===== config.mk =====
export PLATFORM = sky130hd
export DESIGN_NAME = proc_pio_irq_flat
export DESIGN_NICKNAME = d
export VERILOG_FILES = /design/src/rtl/proc_pio_pkg.sv /design/src/rtl/proc_pio_irq_if.sv /design/src/rtl/proc_pio_debounce.sv /design/src/rtl/proc_pio_irq.sv /design/src/flat_wrapper.sv
export SDC_FILE = /design/constraint.sdc
export NUM_CORES = 1
export LEC_CHECK = 0
export ABC_AREA = 1
export CORE_MARGIN = 2
export CORE_UTILIZATION = 48
export CTS_CLUSTER_DIAMETER = 40
export DETAILED_ROUTE_END_ITERATION = 8
export GPL_TIMING_DRIVEN = 0
export PLACE_DENSITY_LB_ADDON = 0.2
export SLEW_MARGIN = 5
export SYNTH_ARGS = -nofsm -noshare
export SYNTH_HDL_FRONTEND = slang
export SYNTH_HIERARCHICAL = 1
export SYNTH_SLANG_ARGS = --single-unit

===== constraint.sdc =====
create_clock -name clk -period 2.7 [get_ports clk]
set_clock_uncertainty 0.15 [all_clocks]
set_input_delay 0.54 -clock clk [delete_from_list [all_inputs] [get_ports clk]]
set_output_delay 0.54 -clock clk [all_outputs]
set_load 0.01 [all_outputs]

===== src/rtl/proc_pio_pkg.sv =====
// Shared constants for the proc_pio_irq parallel-input block: register map,
// bus data width and legal parameter ranges.
package proc_pio_pkg;

    localparam int DATA_W = 32;

    localparam logic [2:0] ADDR_DATA       = 3'd0;
    localparam logic [2:0] ADDR_RISE_EN    = 3'd1;
    localparam logic [2:0] ADDR_IRQ_MASK   = 3'd2;
    localparam logic [2:0] ADDR_EDGE_CAP   = 3'd3;
    localparam logic [2:0] ADDR_FALL_EN    = 3'd4;
    localparam logic [2:0] ADDR_IRQ_STATUS = 3'd5;

    localparam int WIDTH_MIN    = 1;
    localparam int WIDTH_MAX    = 32;
    localparam int SYNC_MIN     = 2;
    localparam int SYNC_MAX     = 4;
    localparam int DEBOUNCE_MIN = 1;
    localparam int DEBOUNCE_MAX = 65535;

endpackage


===== src/rtl/proc_pio_irq_if.sv =====
// Avalon-MM slave bus bundle used by proc_pio_irq; the host side is the
// master modport.
import proc_pio_pkg::*;

interface proc_pio_irq_if;
    logic [2:0]        address;
    logic              chipselect;
    logic              write_n;
    logic [DATA_W-1:0] writedata;
    logic [DATA_W-1:0] readdata;

    modport master (output address, chipselect, write_n, writedata, input readdata);
    modport slave  (input address, chipselect, write_n, writedata, output readdata);
endinterface


===== src/rtl/proc_pio_debounce.sv =====
// Single-bit debounce filter: the output follows the input only after the
// input has disagreed with it for CYCLES consecutive clocks.
module proc_pio_debounce #(
    parameter int CYCLES = 16
) (
    input  logic clk,
    input  logic reset,
    input  logic sync_in,
    output logic filt
);

    logic [15:0] cnt;

    // Any cycle of agreement restarts the stability count.
    always_ff @(posedge clk) begin
        if (reset) begin
            filt <= 1'b0;
            cnt  <= '0;
        end else if (sync_in != filt) begin
            if (cnt == 16'(CYCLES - 1)) begin
                filt <= sync_in;
                cnt  <= '0;
            end else begin
                cnt <= cnt + 16'd1;
            end
        end else begin
            cnt <= '0;
        end
    end

endmodule


===== src/rtl/proc_pio_irq.sv =====
// Parallel input port with edge capture and interrupt on an Avalon-MM slave.
// Optional per-bit debounce filter enabled by macro PROC_PIO_DEBOUNCE_EN.
module proc_pio_irq
    import proc_pio_pkg::*;
#(
    parameter int WIDTH           = 5,
    parameter int SYNC_STAGES     = 2,
    parameter int DEBOUNCE_CYCLES = 16
) (
    input  logic             clk,
    input  logic             reset,
    proc_pio_irq_if.slave    bus,
    input  logic [WIDTH-1:0] in_port,
    output logic             irq
);

    if (WIDTH < WIDTH_MIN || WIDTH > WIDTH_MAX ||
        SYNC_STAGES < SYNC_MIN || SYNC_STAGES > SYNC_MAX ||
        DEBOUNCE_CYCLES < DEBOUNCE_MIN || DEBOUNCE_CYCLES > DEBOUNCE_MAX) begin : g_bad_param
        $error("proc_pio_irq: parameter out of range");
    end

    localparam int WARM_CYCLES = SYNC_STAGES + 1;

    logic [WIDTH-1:0]  sync_q [SYNC_STAGES];
    logic [WIDTH-1:0]  sync, filt, prev;
    logic [WIDTH-1:0]  rise_en, fall_en, irq_mask, edge_cap;
    logic [WIDTH-1:0]  rise, fall, clr, cap_next, wdata;
    logic [2:0]        warm_cnt;
    logic              armed, wr;
    logic [DATA_W-1:0] rd_mux;
    logic              unused_wdata;

    assign sync         = sync_q[SYNC_STAGES-1];
    assign armed        = (warm_cnt == 3'(WARM_CYCLES));
    assign wr           = bus.chipselect & ~bus.write_n;
    assign wdata        = bus.writedata[WIDTH-1:0];
    assign unused_wdata = ^bus.writedata;

    // Edge detection stays disarmed until the synchroniser has refilled after reset.
    always_ff @(posedge clk) begin
        if (reset) begin
            for (int i = 0; i < SYNC_STAGES; i++) sync_q[i] <= '0;
            prev     <= '0;
            warm_cnt <= '0;
        end else begin
            sync_q[0] <= in_port;
            for (int i = 1; i < SYNC_STAGES; i++) sync_q[i] <= sync_q[i-1];
            prev <= filt;
            if (!armed) warm_cnt <= warm_cnt + 3'd1;
        end
    end

`ifdef PROC_PIO_DEBOUNCE_EN
    for (genvar g = 0; g < WIDTH; g++) begin : g_deb
        proc_pio_debounce #(.CYCLES(DEBOUNCE_CYCLES)) u_deb (
            .clk     (clk),
            .reset   (reset),
            .sync_in (sync[g]),
            .filt    (filt[g])
        );
    end
`else
    assign filt = sync;
`endif

    // A new edge overrides a simultaneous write-one-to-clear on the same bit.
    always_comb begin
        rise     = armed ? (filt & ~prev & rise_en) : '0;
        fall     = armed ? (~filt & prev & fall_en) : '0;
        clr      = (wr && bus.address == ADDR_EDGE_CAP) ? wdata : '0;
        cap_next = (edge_cap & ~clr) | rise | fall;
    end

    always_ff @(posedge clk) begin
        if (reset) begin
            rise_en  <= '1;
            fall_en  <= '0;
            irq_mask <= '0;
            edge_cap <= '0;
            irq      <= 1'b0;
        end else begin
            if (wr && bus.address == ADDR_RISE_EN) rise_en  <= wdata;
            if (wr && bus.address == ADDR_FALL_EN) fall_en  <= wdata;
            if (wr && bus.address == ADDR_IRQ_MASK) irq_mask <= wdata;
            edge_cap <= cap_next;
            irq      <= |(edge_cap & irq_mask);
        end
    end

    always_comb begin
        rd_mux = '0;
        case (bus.address)
            ADDR_DATA:       rd_mux[WIDTH-1:0] = filt;
            ADDR_RISE_EN:    rd_mux[WIDTH-1:0] = rise_en;
            ADDR_IRQ_MASK:   rd_mux[WIDTH-1:0] = irq_mask;
            ADDR_EDGE_CAP:   rd_mux[WIDTH-1:0] = edge_cap;
            ADDR_FALL_EN:    rd_mux[WIDTH-1:0] = fall_en;
            ADDR_IRQ_STATUS: rd_mux[WIDTH-1:0] = edge_cap & irq_mask;
            default:         rd_mux = '0;
        endcase
    end

    always_ff @(posedge clk) begin
        if (reset) bus.readdata <= '0;
        else       bus.readdata <= rd_mux;
    end

endmodule


===== src/flat_wrapper.sv =====
// flat-port wrapper written by rule: the top's interface ports become plain ports
module proc_pio_irq_flat import proc_pio_pkg::*;
#(
    parameter int WIDTH           = 5,
    parameter int SYNC_STAGES     = 2,
    parameter int DEBOUNCE_CYCLES = 16
)
  (clk, reset, in_port, irq, bus_address, bus_chipselect, bus_write_n, bus_writedata, bus_readdata);
  proc_pio_irq_if bus_i ();
  input  logic clk;
  input  logic reset;
  input  logic [WIDTH-1:0] in_port;
  output logic irq;
  input wire logic [$bits(bus_i.address)-1:0] bus_address;
  input wire logic [$bits(bus_i.chipselect)-1:0] bus_chipselect;
  input wire logic [$bits(bus_i.write_n)-1:0] bus_write_n;
  input wire logic [$bits(bus_i.writedata)-1:0] bus_writedata;
  output wire logic [$bits(bus_i.readdata)-1:0] bus_readdata;
  assign bus_i.address = bus_address;
  assign bus_i.chipselect = bus_chipselect;
  assign bus_i.write_n = bus_write_n;
  assign bus_i.writedata = bus_writedata;
  assign bus_readdata = bus_i.readdata;
  proc_pio_irq #(.WIDTH(WIDTH), .SYNC_STAGES(SYNC_STAGES), .DEBOUNCE_CYCLES(DEBOUNCE_CYCLES)) u_core (.clk(clk), .reset(reset), .bus(bus_i), .in_port(in_port), .irq(irq));
endmodule

Yosys cells after proc, flatten, opt, wreduce, memory -nomap -nowiden
Memory sizes are Yosys's and may differ from the RTL's. Cells that the tools add are included.

Bits in registers: 61. Bits in latches: 0. Memory bits (writable): 10. Bits in read-only memories: 0. Memories: 1.

Memories: u_core.sync_q (depth 2, width 5, rd ports 2, clocked after memory_dff 0, wr ports 2, RTL line proc_pio_irq.sv:25) `logic [WIDTH-1:0] sync_q [SYNC_STAGES];`.

$add $sub $neg: 1. Multipliers: 0. Divide/modulo/power cells: 0. $lt $le $gt $ge: 0. Equality and inequality tests: 6. Shift-type cells: 0. Mux-type cells: 9. Bitwise logic cells: 15. Reduce and logical (&&, ||, !) cells: 6.

Operators by type and width (count): 5-bit bitwise AND (6); 5-bit one-hot mux with 6 select lines (1); 5-bit two-way mux (5); 5-bit NOT (3); 5-bit OR (2); 3-bit by 2-bit == test with 1-bit output (second input constant) (3); 3-bit == test (second input constant) (2); 5-bit OR reduction (1); 1-bit logical AND (4); 3-bit by 1-bit adder with 3-bit output (second input constant) (1); 3-bit by 1-bit == test with 1-bit output (second input constant) (1); 3-bit logical NOT (1); 1-bit two-way mux (3); 1-bit OR (2); 1-bit bitwise AND (1); 1-bit NOT (1).

Longest topological paths before layout
Word-level depth: 8. Mapped depth: 7. Depth with buffers taken out: 7.

Least setup slack after synthesis
Ideal clock, no wire load.

Path type: input -> register. Start: input bus_address[2]. End: register u_core.irq_mask[0]. Setup time: 0.116 ns. Arrival: 1.167 ns. Data required time: 2.434 ns. Setup slack: 1.267 ns. Cell stages on the path: 7. Buffers on the path: 1. Cells stage by stage: buf_6 > inv_6 > nand3_1 > nor2_4 > inv_2 > nor2_1 > nor2_1.

Word-level cells in the longest chain between the ends: 2.

Ends and longest elaborated chain: from (decl) (RTL line flat_wrapper.sv:14) `input wire logic [$bits(bus_i.address)-1:0] bus_address;`; 3-bit by 2-bit == test with 1-bit output (RTL line proc_pio_irq.sv:85) `if (wr && bus.address == ADDR_IRQ_MASK) irq_mask <= wdata;`; 1-bit logical AND (RTL line proc_pio_irq.sv:85); to (signal assigned) (RTL line proc_pio_irq.sv:85); to (decl) (RTL line proc_pio_irq.sv:27) `logic [WIDTH-1:0] rise_en, fall_en, irq_mask, edge_cap;`.

No other way between the ends. A chain may end at the register's enable or synchronous reset.

Final worst setup path
Start: register u_core.bus.readdata[1]. End: output bus_readdata[1].

RTL lines: from (decl) (RTL line proc_pio_irq_if.sv:13) `modport slave (input address, chipselect, write_n, writedata, output readdata);`; from (signal assigned) (RTL line proc_pio_irq.sv:106) `else bus.readdata <= rd_mux;`; to (decl) (RTL line flat_wrapper.sv:18) `output wire logic [$bits(bus_i.readdata)-1:0] bus_readdata;`.

No word-level cell between the ends.

==> flow_summary.toml <==
[status]
status = "finished clean"

[timing]
rsz0062_at_grt = "no"
setup_violations = 0
min_period_ns = 1.83
drv_slew = 0
hold_viol_final = 0
tightest_slew_ns = 0.558
slew_headroom = 0.628
min_period_over_period = 0.678
fmax_mhz = 546
setup_tns_ns = 0

[logic_synthesis]
ys_seq_area_frac = 0.417
synth_xor_area_frac = 0
ys.flop_type = "dfxtp_1"
synth_compound_area_frac = 0.128
synth_top_family_by_area = "simple AND/OR/NAND/NOR gates"
yosys_warnings = 6
synth_most_common_cell = "dfxtp_1"
yosys.area.top_type = "dfxtp_1"
yosys.area_share.adder = 0.0118
ys_types = 28
synth_area_leaders = "dfxtp_1, buf_4, nand2_1, nor2_1, a21oi_1"
yosys.area_share.simple = 0.245
netlist_area_mm2 = 0.00211
synth-edff-count = 0
synth_seq_cells = 44
synth_common_cells = "dfxtp_1, nand2_1, nor2_1"
ys_async_sr_fraction = 0
synthMuxAreaShare = 0
synth_top_cell_area_share = 0.417
syn_avg_cell_area_um2 = 7.60
synthCells = 278

[placement]
place.gp.congestion = 0.815
dp_hpwl_um = 3110
place.port_buffers = 18

[clocking]
cts_hold_buffers = 0
clk_latency_ns = 0.29
numCtsBuffers = 5
cts-htree-levels = 2
cts_sinks = 44
cts_setup_buffers = 0
root_buffer = "clkbuf_8"
cts_tree = "done"
clkTransAtPathRegs_ns = 0.08
cts-resized-gates = 0
cts_max_path_buffers = 2

[drt]
num_vias = 1756
via_per_inst = 4.61
drcViolationCount = 0
drtAntennaViolNets = 0
routed_wl_um = 4110
wl_per_cell_um = 10.8
drt_iter0_markers = 124
drtPass1Iterations = 4

[finish]
num-nets-final = 375
layout-drive-gt1-share = 0.164
fillCellCount = 378
area_delta_synth_final_pct = 20.1
antenna_cells = 0

[worst_setup_path]
crit_slowest_cell = "clkdlybuf4s50_1"
crit_chain = "clkdlybuf4s50_1"
path_max_fanout = 1
start_kind = "flop"
cp_num_buf_inv = 1
arrival_ns = 1.14
cp_slowest_stage_delay_ns = 0.53
critical_path_class = "reg2out"
worstRegToRegCells = 6
cp_num_cells = 1
cp-end-kind = "output pin"
critical_path.top_delay_family = "buffers and inverters"
worstPathRequired_ns = 2.01

[global_routing]
grt_first_pass_wirelength_um = 7000
grt_usage = 0.178
grt_antenna_before_repair = 0
grt_overflow = 0
grt_busiest_layer = "met2"
met1_usage = 0.234
grt_max_degree = 14
gr-usage-met3 = 0.0404
use_met2 = 0.285
grt_pass1_vias = 1518

[power]
leakagePower_uw = 0.00113
power_density_mw_per_mm2 = 495
total_power_uw = 1260
ir_drop_v = 0.000336

[die]
core_mm2 = 0.00429
dieArea_mm2 = 0.00495
initial_core_util = 0.492
num_rows = 24
die_y_um = 70.4
io_pins = 77
die_x_um = 70.4

[min_path]
hold_depth = 2
hp-class = "reg2reg"

[run]
drv_cap = 0
cells in the final DEF, fill, tap and decap left out, drive strengths merged:
master,instances
nand3,15
nand4,11
clkbuf,6
o21a,1
clkinv,2
nand2,40
nor2,41
and3,1
a31oi,1
nor3,1
buf,36
o211ai,5
o21ai,18
conb,27
clkdlybuf4s50,18
dfxtp,44
a21oi,26
inv,33
clkinvlp,1
ha,2
worst min-delay path: cells and delay by family (launching register included):
kind	cells	cell delay (ns)
buf+inv	1	0.04
flops	1	0.30
simple gates	1	0.03
through the flow:
step	cell area [um^2]	cells	hold WS, ns	utilization	setup WS [ns]
finish	2540	381	0.254	0.591	0.869
floorplan	2210	304	0.238	-	1.27
detailed placement	2460	374	0.242	0.572	0.667
global placement	2460	374	0.239	0.572	0.680
CTS	2540	381	0.253	0.591	0.857
global route	2540	381	0.267	0.591	0.826
report_power, final:
| part | internal, uW | switching (uW) |
|---|---|---|
| registers | 676 | 14.1 |
| logic | 80.0 | 98.1 |
| clock network | 175 | 212 |
per-layer routing:
metal | vias up | routed length (um)
met5 | - | 0
met4 | 0 | 23
met1 | 765 | 1840
met3 | 2 | 264
met2 | 52 | 1990
li1 | 937 | -
logic make-up (layout without fill, tap and decap cells):
| logic type | after synthesis | count (layout) |
|---|---|---|
| AOI/OAI and AO/OA | 51 | 51 |
| adders and majority gates | 2 | 2 |
| buffers and inverters | 71 | 96 |
| DFF | 44 | 44 |
| other | 1 | 27 |
| and+or+nand+nor | 109 | 109 |
state kept, by name, indices dropped and copies added (netlist names):
signal / cells
u_core/bus.readdata: 5
u_core/sync_q: 10
u_core/rise_en: 5
u_core/warm_cnt: 3
u_core/prev: 5
u_core/irq_mask: 5
u_core/edge_cap: 5
u_core/irq: 1
u_core/fall_en: 5
final cells by class:
type / count / area, um^2 / share of cell area
tap: 52 / 65.1 / 0.0256
buffer: 37 / 280 / 0.110
clock buffer: 5 / 68.8 / 0.0271
timing repair buffer: 18 / 180 / 0.0710
multi-input combinational: 189 / 915 / 0.360
inverter: 34 / 135 / 0.0533
clock inverter: 2 / 12.5 / 0.00493
sequential: 44 / 881 / 0.347
path summary, 6_finish.rpt:
| kind | from | to | slack [ns] |
|---|---|---|---|
| max reg2reg | u_core/warm_cnt[0] | u_core/edge_cap[2] | 1.12 |
| min reg2reg | u_core/sync_q[0][2] | u_core/sync_q[0][7] | 0.25 |
| max | u_core/bus.readdata[1] | bus_readdata[1] | 0.87 |
| min | u_core/sync_q[0][2] | u_core/sync_q[0][7] | 0.25 |
No activity file was read; power rests on OpenSTA's default activity.
==> RTL change: new RTL, same settings <==
Register the output `irq` once more, with the module's reset; this adds one clock of latency there. The other outputs are not delayed to match.
--- a/src/rtl/proc_pio_irq.sv
+++ b/src/rtl/proc_pio_irq.sv
@@ -14,4 +14,6 @@
     output logic             irq
 );
+
+    logic irq_s0;
 
     if (WIDTH < WIDTH_MIN || WIDTH > WIDTH_MAX ||
@@ -79,5 +81,5 @@
             irq_mask <= '0;
             edge_cap <= '0;
-            irq      <= 1'b0;
+            irq_s0   <= 1'b0;
         end else begin
             if (wr && bus.address == ADDR_RISE_EN) rise_en  <= wdata;
@@ -85,5 +87,5 @@
             if (wr && bus.address == ADDR_IRQ_MASK) irq_mask <= wdata;
             edge_cap <= cap_next;
-            irq      <= |(edge_cap & irq_mask);
+            irq_s0   <= |(edge_cap & irq_mask);
         end
     end
@@ -107,4 +109,12 @@
     end
 
+    always_ff @(posedge clk) begin
+        if (reset) begin
+            irq <= '0;
+        end else begin
+            irq <= irq_s0;
+        end
+    end
+
 endmodule
 
Formal check against the unedited RTL: not equivalent (Yosys sat finds a counterexample within 10 cycles, from zero or initial values and one cycle with reset high).
==> RTL change against the original RTL <==
  * Total power increased by 7.1%
  * Synthesized area is 1.3% higher
  * Critical path depth unchanged
  * Cell area rose by 2.0%
  * Cell count increased by 1.0%
  * Via count up 0.85%
  * Sequential cell count grew 1
  * Wire length shrank 0.58%
  * First-iteration DRC count increased by 66%
  * Count of clock-buffer cells in the layout increased by 2
  * Worst setup slack better by 9.2 ps
==> RTL change: results (changes against the original RTL) <==
stage,metric,value,unit,change
run_status,status,finished clean,,
routing,drt_pre_antenna_iters,4,,unchanged
placement,place_ws,613.5,ps,-53.17 ps
synthesis,synth_ff_type,dfxtp_1,,
timing,slew_headroom,0.6651,,+0.03689
pwr,peakVddDrop,440.3,uV,+31%
routing,wl_per_cell,10.62,um,-1.6%
synthesis,synth_common_cells,"45 x dfxtp_1, 40 x nand2_1, 38 x nor2_1",,
synthesis,synthAdderAreaFrac,0.01169,,-0.0001523
grt,grt_max_degree,15,,+1
synthesis,synth_compound_area_frac,0.1268,,-0.001652
placement,place.gp.congestion,0.8842,,+8.5%
pwr,p_int,1.007,mW,+8.1%
routing,wl,4089,um,-0.58%
pwr,p_seq,705,uW,+2%
placement,place_area,2484,sq um,+1.1%
pwr,leakagePower,1.151,nW,+2.3%
final_layout,regMostFlops,u_core/sync_q,,
final_layout,layout.nets,378,,+0.80%
routing,detail_route.iter0.violations,206,,+66%
synthesis,ys_seq_area_frac,0.4208,,+0.003992
placement,dpl.hpwl,3118,um,+0.24%
pwr,powerComb,178,uW,about the same
routing,vias,1771,,+0.85%
clocking,cts_max_path_buffers,2,,unchanged
pwr,switchingPower,337.5,uW,+4.1%
placement,place_inst,377,,+0.80%
final_layout,layout-drive-gt1-share,0.1652,,+0.001031
synthesis,synthTopCellsByArea,"dfxtp_1 42%, buf_4 10%, nand2_1 7.0%",,
grt,grt_pass1_wl,7079,um,+1.2%
synthesis,synth_top_family_by_area,simple AND/OR/NAND/NOR gates,,
synthesis,ys_types,27,,-3.6%
grt,grt_usage,0.1744,,-0.003766
synthesis,syn_inst,281,,+1.1%
grt,grt_pass1_vias,1532,,+0.92%
## RTL change: path summary, 6_finish.rpt
kind	from	to	slack, ps	depth (start not counted)
max	u_core/bus.readdata[4]	bus_readdata[4]	880	1
min	u_core/sync_q[0][4]	u_core/sync_q[0][9]	250	2
max reg2reg	u_core/warm_cnt[0]	u_core/edge_cap[3]	1120	6
min reg2reg	u_core/sync_q[0][4]	u_core/sync_q[0][9]	250	2
## RTL change: final cells by class
| cell class | instances | area (sq um) |
|---|---|---|
| plain buffers | 37 | 280.3 |
| repair buffers | 18 | 180.2 |
| clock buffers | 7 | 96.34 |
| inverters | 35 | 138.9 |
| multi-input cells | 190 | 918.4 |
| well taps | 52 | 65.06 |
| flip-flops and latches | 45 | 900.9 |
| fillers | 403 | 1735 |
| clock inverters | 1 | 8.758 |
## RTL change: metal layers
metal  part of all wire  up-vias  GRT usage
met2               0.47       64     0.2835
met3              0.082        6    0.03561
met4              0.012        0    0.05870
li1                   -      949          -
met1               0.44      752     0.2321
met5                  0        -          0
